`src/rtl/exec_result_fifo.sv`:
```
// In-order result buffer between an execute pipe and the CDB arbiter.
// Optional same-cycle bypass when empty: define EXEC_FIFO_BYPASS_EN.

package exec_result_fifo_pkg;
  typedef struct packed {
    logic        r_valid;
    logic [4:0]  rob_id;
    logic [31:0] value;
    logic        exc;
  } cdb_info_t;

  localparam int unsigned CDB_W = $bits(cdb_info_t);
endpackage

module exec_result_fifo
  import exec_result_fifo_pkg::*;
#(
  parameter int unsigned DEPTH = 4,
  parameter int unsigned CNT_W = $clog2(DEPTH) + 1
) (
  input  logic             clk,
  input  logic             rst_n,
  input  logic             flush,
  input  logic             in_valid_i,
  input  logic [CDB_W-1:0] in_data_i,
  output logic             in_ready_o,
  output logic             out_valid_o,
  output logic [CDB_W-1:0] out_data_o,
  input  logic             out_ready_i,
  output logic [CNT_W-1:0] count_o,
  output logic             full_o,
  output logic             empty_o
);

  localparam int unsigned PTR_W = $clog2(DEPTH);

  logic [CDB_W-1:0] mem [DEPTH];
  logic [PTR_W-1:0] wr_ptr;
  logic [PTR_W-1:0] rd_ptr;
  logic [CNT_W-1:0] count;
  logic             not_empty;
  logic             push;
  logic             pop;

  assign not_empty  = (count != '0);
  assign full_o     = (count == CNT_W'(DEPTH));
  assign empty_o    = ~not_empty;
  assign in_ready_o = ~full_o;
  assign count_o    = count;

`ifdef EXEC_FIFO_BYPASS_EN
  logic bypass;

  // Empty buffer hands the incoming result straight to the arbiter.
  assign bypass      = ~not_empty & in_valid_i & ~flush;
  assign out_valid_o = (not_empty | bypass) & ~flush;
  assign out_data_o  = bypass ? in_data_i : mem[rd_ptr];
  assign push        = in_valid_i & in_ready_o & ~flush & ~(bypass & out_ready_i);
  assign pop         = not_empty & out_ready_i & ~flush;
`else
  assign out_valid_o = not_empty & ~flush;
  assign out_data_o  = mem[rd_ptr];
  assign push        = in_valid_i & in_ready_o & ~flush;
  assign pop         = out_valid_o & out_ready_i & ~flush;
`endif

  // Pointers and occupancy; flush resets bookkeeping but leaves storage intact.
  always_ff @(posedge clk or negedge rst_n) begin
    if (!rst_n) begin
      wr_ptr <= '0;
      rd_ptr <= '0;
      count  <= '0;
    end else if (flush) begin
      wr_ptr <= '0;
      rd_ptr <= '0;
      count  <= '0;
    end else begin
      if (push) wr_ptr <= wr_ptr + PTR_W'(1);
      if (pop)  rd_ptr <= rd_ptr + PTR_W'(1);
      count <= count + CNT_W'(push) - CNT_W'(pop);
    end
  end

  // Entry storage.
  always_ff @(posedge clk or negedge rst_n) begin
    if (!rst_n) begin
      for (int i = 0; i < int'(DEPTH); i++) mem[i] <= '0;
    end else if (push) begin
      mem[wr_ptr] <= in_data_i;
    end
  end

endmodule

```
`config.mk`:
```
export PLATFORM = sky130hd
export DESIGN_NAME = exec_result_fifo
export DESIGN_NICKNAME = d
export VERILOG_FILES = /design/src/rtl/exec_result_fifo.sv
export SDC_FILE = /design/constraint.sdc
export NUM_CORES = 1
export LEC_CHECK = 0
export CAP_MARGIN = 20
export CELL_PAD_IN_SITES_DETAIL_PLACEMENT = 1
export CELL_PAD_IN_SITES_GLOBAL_PLACEMENT = 1
export CORE_MARGIN = 2
export CORE_UTILIZATION = 35
export DETAILED_ROUTE_END_ITERATION = 10
export PLACE_DENSITY_LB_ADDON = 0.1
export SYNTH_ARGS = -nofsm -noshare
export SYNTH_HDL_FRONTEND = slang
export SYNTH_SLANG_ARGS = --single-unit
```
`constraint.sdc`:
```
create_clock -name clk -period 2.3 [get_ports clk]
set_input_delay 0.46 -clock clk [delete_from_list [all_inputs] [get_ports clk]]
set_output_delay 0.46 -clock clk [all_outputs]
set_load 0.02 [all_outputs]
```
# Yosys cells after proc, flatten, opt, wreduce, memory -nomap -nowiden
# Index checks and enable logic that the tools add are counted.
# op_classes
eq_ne,1
bitwise,10
mux,11
reduce_logical,4
order_cmp,3
addsub,4
# ops
cell,count
156-bit bitwise mux,1
39-bit two-way mux,3
39-bit binary-select mux with 2-bit select,1
39-bit demux with 2-bit select,1
2-bit two-way mux,4
3-bit greater-or-equal comparator (second input constant),2
2-bit inverter with 3-bit output,2
1-bit bitwise AND,5
2-bit by 1-bit adder with 2-bit output (second input constant),2
2-bit nonzero test,2
3-bit by 1-bit adder with 3-bit output,1
3-bit equality test (second input constant),1
3-bit by 1-bit < comparator with 1-bit output (second input constant),1
3-bit two-way mux,1
1-bit inverter,3
3-bit nonzero test,1
3-bit by 1-bit subtractor with 3-bit output,1
1-bit logical AND,1
# totals
ff_bits,163
output_inout_bits,46
wordCells,40

# Logic depth before layout (Yosys ltp)
# depth
word_depth,7
ltp_mapped,10

# Least setup slack after synthesis
# OpenSTA, ideal clock, no wires.
# synth_path
path_type,register -> register
startpoint,reg count[1] (netlist: count_o[1])
endpoint,reg count[2] (netlist: count_o[2])
path_stages_with_launch,11
path_slack_ns,0.059
t_arrival_ns,2.110
path_buffers,1
path_cell_list,dfrtp_1 or3b_1 buf_6 nand2_1 ha_1 inv_1 ha_1 inv_1 fa_1 xnor2_1 nor2_1
# synth_between
elab_chain_cells,7
word_cells_on_any_way,11
classes_between,add/sub (2); eq/ne (1); mux (1); bitwise (6); reduce/logical (1)
# synth_lines
element,line,source
start: declaration,40,logic [CNT_W-1:0] count;
start signal: assignment,80,count <= count + CNT_W'(push) - CNT_W'(pop);
3-bit equality test,46,assign full_o = (count == CNT_W'(DEPTH));
1-bit inverter,48,assign in_ready_o = ~full_o;
via in_ready_o,26,"output logic in_ready_o,"
1-bit bitwise AND (2 in a row),63,assign push = in_valid_i & in_ready_o & ~flush;
3-bit by 1-bit adder with 3-bit output,80,
3-bit by 1-bit subtractor with 3-bit output,80,
3-bit two-way mux,73,end else if (flush) begin
# The timed path passes the listed nets, and every way through them passes these cells.
# A chain may end at the register's enable or synchronous reset.

# Final worst setup path
# layout_path
startpoint,reg rd_ptr[0]
endpoint,out out_data_o[12]
# layout_between
elab_chain_cells,4
# layout_lines
element,line,source
start: declaration,39,logic [PTR_W-1:0] rd_ptr;
start signal: assignment,79,if (pop) rd_ptr <= rd_ptr + PTR_W'(1);
2-bit inverter with 3-bit output (not written as such),62,assign out_data_o = mem[rd_ptr];
39-bit binary-select mux with 2-bit select,62,
39-bit two-way mux (not written as such) (2 in a row),62,
end: declaration,28,"output logic [CDB_W-1:0] out_data_o,"
# Every way passes these cells. The select of a mux whose other input is x is not followed.

==> results.json <==
{
  "seqPwrFrac": 0.389,
  "detail-route-antenna-nets": 0,
  "first_global_vias": 4711,
  "initial_core_util": 0.357,
  "grt_overflow": 0,
  "fp.dieW_um": 148,
  "postLayoutCoreUtil": 0.453,
  "ir_drop_v": 0.000559,
  "startpoint_type": "flip-flop",
  "place_congestion": 0.695,
  "synth.distinct_cells": 25,
  "core_area_sq_um": 20300,
  "tightest_slew_ns": 0.484,
  "min_period_over_period": 0.995,
  "std_cell_rows": 52,
  "gr-usage-all-layers": 0.162,
  "dpl.hpwl_mm": 10.8,
  "rsz0062_at_grt": "yes",
  "vias": 4041,
  "p_switching_uw": 3830,
  "finalCriticalPeriod_ns": 2.29,
  "grt_max_degree": 52,
  "syn-num-nets": 475,
  "cts_max_level": 4,
  "path_delay_family": "multiplexers",
  "die_h_um": 148,
  "max_stage_delay_ns": 0.55,
  "finalHoldViolCount": 0,
  "route.detailed.drc": 0,
  "sw_frac_of_total": 0.308,
  "synth_cells": 424,
  "wl_per_cell_um": 20.1,
  "path_cells": "buf_12 -> mux4_2 -> buf_2",
  "antenna_found_initial": 1,
  "hold_path_class": "reg2reg",
  "p_leak_uw": 0.00402,
  "clk_root_buffer_cell": "clkbuf_16",
  "setup_violations": 0,
  "p_int_uw": 8600,
  "finClkSkew_ns": 0.00647,
  "power_frac_comb": 0.376,
  "syn_area_sq_um": 7250,
  "clockPowerShare": 0.235,
  "dpl_worst_slack_ns": -0.160,
  "synthTopCellsByArea": "dfrtp_1, mux2_2, mux4_2",
  "port_buffers": 89,
  "synth_warnings": 0,
  "die_area_sq_um": 21900,
  "syn_area_per_cell_sq_um": 17.1,
  "relSlewSlack": 0.677,
  "cts_buffers": 17,
  "cp.required_ns": 1.84,
  "finalSetupTns_ns": 0,
  "status": "finished, final reports clean",
  "path_clk_slew_ns": 0.06,
  "viasPerCell": 4.94,
  "fin_nets": 586,
  "yosysTopAreaCellShare": 0.563,
  "cts_buffer_depth": 2,
  "crit_path_top_delay_cell": "mux4_2",
  "grt_pass1_wl_mm": 26.9,
  "clkSinkCount": 163,
  "final_common_cell": "dfrtp_1",
  "cp_num_buf_inv": 2,
  "maxCapViolCount": 0,
  "arrival_ns": 1.83,
  "ys_ff_latch": 163,
  "setup_ws_ns": 0.0111,
  "area_growth_syn_to_layout_pct": 26.9,
  "timing.fmax_mhz": 437,
  "drive_gt1_frac": 0.558,
  "end_kind": "output pin",
  "io_pins": 90,
  "dr.pass1.iters": 3,
  "final_cell_mix": "dfrtp_1, mux2_2, clkdlybuf4s50_1",
  "cts_tree": "done",
  "total_power_uw": 12400,
  "crit_type": "reg2out",
  "p_per_area_nw_per_um2": 1350,
  "finalWirelength_mm": 16.5,
  "slew_viol_final": 0,
  "cp_max_fo": 16,
  "yosysTopAreaCell": "dfrtp_1",
  "worstSkewPairLatency_ns": 0.42,
  "seq_area_frac_synth": 0.563,
  "drt_iter0_drc": 115
}
==> logic make-up after synthesis <==
logic type / after synthesis / synth area share
buf+inv: 32 / 0.0259
compound gates: 3 / 0.00328
mux: 196 / 0.375
fa+ha+maj: 7 / 0.0131
simple gates: 19 / 0.0148
xor+xnor: 4 / 0.00483
flops: 163 / 0.563
==> worst reg2reg max path, stage by stage (launching register included) <==
cell and delay [ns]:
dfrtp_2 0.45, or3b_4 0.41, nand2_1 0.07, ha_1 0.21, inv_1 0.06, ha_1 0.13, inv_1 0.04, fa_1 0.37
xnor2_1 0.17, nor2_1 0.05
==> layout make-up <==
cell class                      count  area (sq um)
Multi-Input combinational cell    229          3010
Inverter                            5          18.8
Fill cell                        2016         11100
Clock buffer                       20           437
Tap cell                          270           338
Timing Repair Buffer              119          1150
Clock inverter                     11           161
Antenna cell                        1          2.50
Sequential cell                   163          4090
==> final timing paths <==
path	depth (start not counted)	end	start	slack (ns)
setup / recovery	3	out_data_o[12]	rd_ptr[0]	0.01
min in group asynchronous	2	mem[138]	rst_n	0.55
hold / removal	1	mem[47]	mem[47]	0.50
setup reg to reg	9	count_o[2]	count_o[0]	0.22
max in group asynchronous	3	count_o[1]	rst_n	1.09
hold reg to reg	1	mem[47]	mem[47]	0.50
==> power groups by stage <==
stage | combinational (uW) | clock [uW] | sequential [uW]
2_1_floorplan | 3320 | 0 | 4620
3_3_place_gp | 5070 | 0 | 4750
3_5_place_dp | 5180 | 0 | 4870
4_1_cts | 4740 | 3010 | 4840
5_1_grt | 5030 | 3140 | 5010
6_report | 4680 | 2920 | 4830
==> per-layer routing <==
metal / up-vias / global-route usage / share of wire
li1: 1794 / - / -
met1: 2164 / 0.212 / 0.46
met2: 65 / 0.270 / 0.50
met3: 18 / 0.0404 / 0.035
met4: 0 / 0.0476 / 0.015
met5: - / 0 / 0
==> synthesized netlist by cell type (all sizes together) <==
| cell type | instances |
|---|---|
| xor2 | 3 |
| o311ai | 1 |
| inv | 5 |
| nand3 | 2 |
| buf | 23 |
| nand2 | 1 |
| dfrtp | 163 |
| o31ai | 2 |
| xnor2 | 1 |
| mux2 | 157 |
| ha | 6 |
| nor3 | 1 |
| clkbuf | 4 |
| fa | 1 |
| mux4 | 39 |
| or3b | 1 |
| nor2b | 2 |
| nor2 | 8 |
| and2 | 1 |
| nand4b | 1 |
| and3 | 2 |
==> registers in the layout, indices dropped and copies added, names as in the netlist <==
signal	count
count_o	3
mem	156
rd_ptr	2
wr_ptr	2
==> metrics by stage <==
stage | hold slack, ns | cell area [sq um] | std cells
floorplan | 0.164 | 7250 | 424
global placement | 0.432 | 8720 | 784
detailed placement | 0.437 | 8720 | 784
CTS | 0.504 | 9200 | 817
global route | 0.512 | 9200 | 817
finish | 0.499 | 9200 | 818
==> what timing repair did <==
item / in CTS / in global routing
endpoints found under the setup margin: 43 / 35
buffers inserted: 1 / 0
endpoints found under the hold margin: 32 / 0
hold buffers: 1 / 0
resized for setup: 141 / 35
Power figures use the tool's default switching activity.
